--- src/rtl/io_input_debounce.sv ---
// -----------------------------------------------------------------------------
// io_input_debounce
//
// Per-channel conditioning for asynchronous pad receive bits. Each channel
// passes through a SYNC_STAGES-deep synchroniser and then a debounce filter.
// The filter accepts a new level only after DEBOUNCE_CYCLES consecutive
// enabled samples differ from the current level. When a new level is accepted,
// the block emits a one-cycle rise or fall strobe.
//
// Optional build macro: IO_DEBOUNCE_EVENT_COUNT_EN
//   When defined, the block adds event_clr and event_count. event_count holds
//   one 8-bit saturating count of accepted transitions per channel.
//
// Ports:
//   clk          system clock, rising edge
//   rst          asynchronous active-high reset
//   sample_en    debounce sample strobe (tie high for per-clock sampling)
//   raw_in       [WIDTH] asynchronous pad inputs
//   level        [WIDTH] debounced, synchronised level
//   rise         [WIDTH] one-cycle pulse on an accepted 0->1 transition
//   fall         [WIDTH] one-cycle pulse on an accepted 1->0 transition
//   event_clr    (macro only) synchronous clear of all event counters
//   event_count  [WIDTH*8] (macro only) per-channel saturating event counts
// -----------------------------------------------------------------------------
module io_input_debounce #(
    parameter int   WIDTH           = 1,
    parameter int   SYNC_STAGES     = 2,
    parameter int   DEBOUNCE_CYCLES = 16,
    parameter logic RESET_LEVEL     = 1'b0
) (
    input  logic               clk,
    input  logic               rst,
    input  logic               sample_en,
    input  logic [WIDTH-1:0]   raw_in,
`ifdef IO_DEBOUNCE_EVENT_COUNT_EN
    input  logic               event_clr,
    output logic [WIDTH*8-1:0] event_count,
`endif
    output logic [WIDTH-1:0]   level,
    output logic [WIDTH-1:0]   rise,
    output logic [WIDTH-1:0]   fall
);

    localparam int            CW       = $clog2(DEBOUNCE_CYCLES + 1);
    localparam logic [CW-1:0] CNT_LAST = CW'(DEBOUNCE_CYCLES - 1);

    logic [WIDTH-1:0] sync_q [SYNC_STAGES];
    logic [WIDTH-1:0] s;
    logic [CW-1:0]    cnt_q  [WIDTH];
    logic [WIDTH-1:0] accept;

    // ---- synchroniser stage: plain shift chain, runs every clock ----
    always_ff @(posedge clk or posedge rst) begin
        if (rst) begin
            for (int i = 0; i < SYNC_STAGES; i++) begin
                sync_q[i] <= {WIDTH{RESET_LEVEL}};
            end
        end else begin
            sync_q[0] <= raw_in;
            for (int i = 1; i < SYNC_STAGES; i++) begin
                sync_q[i] <= sync_q[i-1];
            end
        end
    end

    assign s = sync_q[SYNC_STAGES-1];

    // A transition is accepted on the enabled sample that would otherwise
    // push the counter past DEBOUNCE_CYCLES-1. Therefore the counter never
    // wraps. With DEBOUNCE_CYCLES=1, CNT_LAST is 0 and every difference is
    // accepted immediately.
    always_comb begin
        accept = '0;
        for (int c = 0; c < WIDTH; c++) begin
            accept[c] = sample_en && (s[c] != level[c]) && (cnt_q[c] == CNT_LAST);
        end
    end

    // ---- filter stage: counter, level and strobes ----
    always_ff @(posedge clk or posedge rst) begin
        if (rst) begin
            level <= {WIDTH{RESET_LEVEL}};
            rise  <= '0;
            fall  <= '0;
            for (int c = 0; c < WIDTH; c++) begin
                cnt_q[c] <= '0;
            end
        end else begin
            // Strobes are rebuilt every cycle, so they drop without an
            // accepted transition, including when sample_en is low.
            rise  <= accept & s;
            fall  <= accept & ~s;
            level <= (level & ~accept) | (s & accept);
            if (sample_en) begin
                for (int c = 0; c < WIDTH; c++) begin
                    if ((s[c] == level[c]) || accept[c]) begin
                        cnt_q[c] <= '0;
                    end else begin
                        cnt_q[c] <= cnt_q[c] + 1'b1;
                    end
                end
            end
        end
    end

`ifdef IO_DEBOUNCE_EVENT_COUNT_EN
    logic [7:0] evt_q [WIDTH];

    // The counter updates on the same edge that registers rise/fall, so the
    // new count and the strobe become visible together. Clear takes priority.
    always_ff @(posedge clk or posedge rst) begin
        if (rst) begin
            for (int c = 0; c < WIDTH; c++) begin
                evt_q[c] <= '0;
            end
        end else begin
            for (int c = 0; c < WIDTH; c++) begin
                if (event_clr) begin
                    evt_q[c] <= '0;
                end else if (accept[c] && (evt_q[c] != 8'hFF)) begin
                    evt_q[c] <= evt_q[c] + 8'd1;
                end
            end
        end
    end

    always_comb begin
        event_count = '0;
        for (int c = 0; c < WIDTH; c++) begin
            event_count[c*8 +: 8] = evt_q[c];
        end
    end
`endif

endmodule

--- config.mk ---
export PLATFORM = sky130hd
export DESIGN_NAME = io_input_debounce
export DESIGN_NICKNAME = d
export VERILOG_FILES = /design/src/rtl/io_input_debounce.sv
export SDC_FILE = /design/constraint.sdc
export NUM_CORES = 1
export LEC_CHECK = 0
export ABC_AREA = 1
export CORE_AREA = 3 3 40 42
export CTS_CLUSTER_SIZE = 40
export DETAILED_ROUTE_END_ITERATION = 7
export DIE_AREA = 0 0 43 45
export GPL_ROUTABILITY_DRIVEN = 0
export SKIP_LAST_GASP = 1
export SLEW_MARGIN = 10
export SYNTH_ARGS = -nofsm -noshare
export SYNTH_HDL_FRONTEND = slang
export SYNTH_SLANG_ARGS = --single-unit
--- constraint.sdc ---
create_clock -name clk -period 1.8 [get_ports clk]
set_clock_uncertainty 0.2 [all_clocks]
set_input_delay 0.36 -clock clk [delete_from_list [all_inputs] [get_ports clk]]
set_output_delay 0.36 -clock clk [all_outputs]
set_load 0.1 [all_outputs]
==> reports/metrics.yaml, run 1 <==
maxCapViolations: 0
holdPathStages: 0
worstPathMaxFanout: 4
port_buffers: 6
syn_inst: 53
die_h_um: 45
synth_top_area_frac: 0.556
cp_slowest_stage_delay_ps: 410
cts_resized: 0
power.density_nw_per_um2: 803
avgSynthCellArea_um2: 8.50
async_reset_ff_frac: 1.00
tritoncts: "built"
stdcell_count: 80
min_to: "s$_DFF_PP0_"
dpl-instance-area_um2: 574
rsz0062_at_grt: "no"
yosysTopAreaCell: "dfrtp_1"
grt_pass1_vias: 340
grt_usage: 0.103
cp_slowest_cell: "dfrtp_1"
r2r-start: "cnt_q[0]$_DFFE_PP0P_"
ir_drop_mv: 0.390
synth_nets: 59
synth_edf_count: 0
cp-start-kind: "flip-flop"
n_antenna_cell: 0
p_leak_nw: 0.297
crit_path_end_kind: "flip-flop"
layout_setup_ws_ps: 167
yosysUniqueCellTypes: 11
grt_max_degree: 11
vias: 366
root_buffer: "clkbuf_4"
worst_slew_pin_slew_ps: 375
drv_slew: 0
ff_latch_area_um2: 250
area_growth_pct: 35.6
drive_above_1_share: 0.154
hold_slack_ps: 150
synth-seq-cells: 10
setup_viol: 0
r2r_cells: 6
ant_nets: 0
worstPathCellList: "ha_1, nand2_1, nor2_1, ha_1, or2_0, o21ai_1"
grt.overflow.total: 0
clock-sinks: 10
netSwitchingFraction: 0.231
wl_um: 786
worstHoldStart: "sync_q[1]$_DFF_PP0_"
grt_pass1_wl_um: 1390
viasPerCell: 4.58
nFillCells: 122
initial_core_util: 0.351
numCtsBuffers: 3
die_w_um: 43
rows: 13
critPathKind: "reg2reg"
fmax_mhz: 612
multi_input_area_um2: 170
synth_common_cells: "nand2_1, dfrtp_1, inv_1"
synth_most_common_cell: "nand2_1"
crit_path_start: "cnt_q[0]$_DFFE_PP0P_"
p_int_mw: 0.377
p_total_mw: 0.490
period_needed_ps: 1630
p_seq_frac: 0.500
pwr-share-comb: 0.082
crit_arrival_ps: 1630
place_ws_ps: 146
crit_family: "adder cells"
post-place-cells: 76
hp-class: "reg2reg"
final.period_utilization: 0.907
remaining_drc_errors: 0
final_core_util: 0.475
status: "complete, no violations"
critPathRequiredTime_ps: 1790
core-area_um2: 1280
antenna_found_initial: 0
crit_top_cell: "ha_1"
first_pass_iters: 4
design_area_um2: 611
ctsHoldBuffers: 0
synth.cell_area_um2: 450
nets: 72
die_area_um2: 1940
yosys-top-cells-area: "dfrtp_1, nand2_1, inv_1, ha_1, nor2_1"
clk_pin_slew_ps: 70
slew_headroom: 0.750
avgRoutedWirePerCell_um: 9.83
dp_hpwl_um: 608
clock_latency_ps: 270
cts_setup_buffers: 0
clock_path_buffers: 2
fin_tns_setup_ps: 0
path_buf_inv: 0
synth-seq-area-share: 0.556
htreeDepth: 1
ys.flop_type: "dfrtp_1"
switchingPower_mw: 0.113
ioPinCount: 7
hold_viol_final: 0
reg2reg_slack_ps: 170
drt-initial-drc-count: 13
clockPowerShare: 0.418
ys_warn_count: 0
r2r_end: "cnt_q[4]$_DFFE_PP0P_"
[power groups by stage]
stage / sequential, mW / clock [mW] / combinational (mW)
floorplan: 0.248 / 0 / 0.0247
global placement: 0.249 / 0 / 0.0395
detailed placement: 0.249 / 0 / 0.0408
CTS: 0.245 / 0.209 / 0.0411
global route: 0.246 / 0.219 / 0.0482
finish: 0.245 / 0.205 / 0.0400
[registers in the layout, summed over array words and instances, names as in the netlist, named ones only]
name and flops:
cnt_q 5, fall 1, rise 1, s 1, sync_q 1
[routing by layer]
layer / wire, um / global-route usage / up-vias
li1: - / - / 185
met1: 370 / 0.119 / 167
met2: 361 / 0.153 / 12
met3: 44 / 0.0359 / 2
met4: 9 / 0.0904 / 0
met5: 0 / 0 / -
[cells by family after synthesis]
| kind of cell | count (synthesis) | share of synthesized area |
|---|---|---|
| compound gates | 4 | 0.0444 |
| simple gates | 28 | 0.258 |
| xor+xnor | 1 | 0.0194 |
| fa+ha+maj | 2 | 0.0555 |
| buf+inv | 8 | 0.0667 |
| flops | 10 | 0.556 |
[worst max path at each step]
stage | end | slack [ps] | depth (start not counted)
3_5_place_dp | cnt_q[4]$_DFFE_PP0P_ | 150 | 4
6_report | cnt_q[4]$_DFFE_PP0P_ | 170 | 6
4_1_cts | cnt_q[4]$_DFFE_PP0P_ | 140 | 6
3_3_place_gp | cnt_q[2]$_DFFE_PP0P_ | 180 | 5
2_1_floorplan | cnt_q[2]$_DFFE_PP0P_ | 130 | 6
5_1_grt | cnt_q[4]$_DFFE_PP0P_ | 40 | 6
[layout by cell type, fill, tap and decap left out, types with 2 or more instances in the layout]
cell	n
buf_12	3
clkdlybuf4s50_1	3
inv_1	8
buf_4	2
nor2_1	6
clkbuf_4	3
nand2_1	19
ha_1	2
o21ai_0	3
dfrtp_1	10
[worst reg2reg max path, cell delays in order (launching register included)]
cell,delay (ps)
dfrtp_1,410
ha_1,230
nand2_1,80
nor2_1,40
ha_1,250
or2_0,210
o21ai_1,140
[layout make-up]
| class | count | area share |
|---|---|---|
| Sequential cell | 10 | 0.410 |
| Clock buffer | 4 | 0.0594 |
| Inverter | 8 | 0.0492 |
| Timing Repair Buffer | 8 | 0.172 |
| Tap cell | 15 | 0.0307 |
| Multi-Input combinational cell | 35 | 0.279 |
(Power assumes the default switching activity.)
==> run 2: changes to the inputs <==
--- a/config.mk
+++ b/config.mk
@@ -10,6 +10,7 @@
 export CTS_CLUSTER_SIZE = 40
 export DETAILED_ROUTE_END_ITERATION = 7
 export DIE_AREA = 0 0 43 45
+export DONT_BUFFER_PORTS = 1
 export GPL_ROUTABILITY_DRIVEN = 0
 export SKIP_LAST_GASP = 1
 export SLEW_MARGIN = 10
==> reports/metrics.yaml, run 2 (same netlist as run 1, synthesis figures left out) <==
worstPathMaxFanout: 6
clock_latency_ps: 260
remaining_drc_errors: 0
critPathKind: "reg2reg"
stdcell_count: 77
holdPathStages: 2
core-area_um2: 1280
htreeDepth: 1
rows: 13
pwr-share-comb: 0.070
ant_nets: 0
grt_pass1_vias: 279
clk_pin_slew_ps: 70
netSwitchingFraction: 0.218
vias: 335
antenna_found_initial: 0
rsz0062_at_grt: "no"
layout_common_cells: "nand2_1, dfrtp_1, inv_1"
tritoncts: "built"
initial_core_util: 0.351
clock-sinks: 10
setup_viol: 0
final.period_utilization: 0.898
viasPerCell: 4.35
wl_um: 735
post-place-cells: 71
grt_use_met2: 0.126
ir_drop_mv: 0.604
die_area_um2: 1940
port_buffers: 0
cp-start-kind: "flip-flop"
p_int_mw: 0.373
layout_commonest_cell: "nand2_1"
regMostFlops: "cnt_q"
first_pass_iters: 2
slew_headroom: 0.755
power.density_nw_per_um2: 866
drv_slew: 0
dp_hpwl_um: 546
fin_tns_setup_ps: 0
final_core_util: 0.428
use_met3: 0.0359
fmax_mhz: 619
largest_reg_flops: 5
n_antenna_cell: 0
r2r_cells: 9
clockPowerShare: 0.416
period_needed_ps: 1620
use_met1: 0.102
maxCapViolations: 0
grt_pass1_wl_um: 1150
critPathRequiredTime_ps: 1790
p_leak_nw: 0.277
root_buffer: "clkbuf_4"
area_growth_pct: 22.2
nets: 69
p_seq_frac: 0.514
drive_above_1_share: 0.145
crit_arrival_ps: 1610
die_w_um: 43
grt_usage: 0.0901
clock_path_buffers: 2
top_usage_layer: "met2"
status: "complete, no violations"
avgRoutedWirePerCell_um: 9.55
ioPinCount: 7
switchingPower_mw: 0.104
die_h_um: 45
cts_setup_buffers: 0
grt_max_degree: 11
grt.overflow.total: 0
worst_slew_pin_slew_ps: 368
hold_viol_final: 0
numCtsBuffers: 3
hp-class: "in2reg"
drt-initial-drc-count: 5
crit_path_end_kind: "flip-flop"
==> run 2: changes by cell type in the layout (fill, tap and decap cells not counted), sizes merged <==
cell	before	now
clkdlybuf4s50	3	0
buf	5	3
dlygate4sd3	0	2
==> run 2: final cells by class <==
cell class	instances	area, um^2
Fill cell	128	734
Sequential cell	10	250
Multi-Input combinational cell	35	173
Timing Repair Buffer	5	42.5
Clock buffer	4	36.3
Inverter	8	30.0
Tap cell	15	18.8
==> run 2: path summary, 6_finish.rpt <==
path / slack, ps / startpoint / endpoint
worst max-delay path: 180 / cnt_q[0]$_DFFE_PP0P_ / cnt_q[2]$_DFFE_PP0P_
worst min-delay path: 60 / sample_en / cnt_q[0]$_DFFE_PP0P_
worst max register to register: 180 / cnt_q[0]$_DFFE_PP0P_ / cnt_q[2]$_DFFE_PP0P_
worst min register to register: 150 / sync_q[1]$_DFF_PP0_ / s$_DFF_PP0_
max in group asynchronous: 810 / rst / cnt_q[3]$_DFFE_PP0P_
min in group asynchronous: 320 / rst / cnt_q[0]$_DFFE_PP0P_
==> run 2: through the flow <==
| stage | power, mW | worst slack, ps | area, um^2 | hold slack, ps |
|---|---|---|---|---|
| 2_1_floorplan | 0.272 | 127 | 450 | 0.178 |
| 3_3_place_gp | 0.279 | 151 | 492 | 48.0 |
| 3_5_place_dp | 0.280 | 142 | 492 | 50.1 |
| 4_1_cts | 0.488 | 122 | 548 | 46.9 |
| 5_1_grt | 0.504 | 38.7 | 551 | 68.2 |
| 6_report | 0.477 | 183 | 551 | 56.5 |
==> run 2: routing by layer <==
| layer | wire length (um) | share of wire | vias up |
|---|---|---|---|
| met1 | 327 | 0.44 | 149 |
| met5 | 0 | 0 | - |
| met4 | 20 | 0.027 | 0 |
| met2 | 359 | 0.49 | 4 |
| li1 | - | - | 180 |
| met3 | 28 | 0.038 | 2 |
==> run 2: power by group through the flow <==
stage,Sequential (mW),Combinational [mW],Clock [mW]
2_1_floorplan,0.248,0.0247,0
3_3_place_gp,0.249,0.0295,0
3_5_place_dp,0.250,0.0304,0
4_1_cts,0.245,0.0340,0.209
5_1_grt,0.247,0.0401,0.217
6_report,0.245,0.0332,0.198
==> run 2: repair_timing <==
| action | in CTS | in global routing |
|---|---|---|
| hold buffers | 2 | 0 |
| endpoints found under the setup margin | 0 | 2 |
| gates resized for setup | 0 | 1 |
| endpoints found under the hold margin | 11 | 0 |
==> run 2: critical path: stages, from the launching register on <==
cell and delay, ps:
dfrtp_1 420, ha_1 220, nand2_1 70, nor2_1 40, ha_1 180, nand2_2 120
nand3_2 110, nand2_1 70, inv_1 40, nor2_1 80
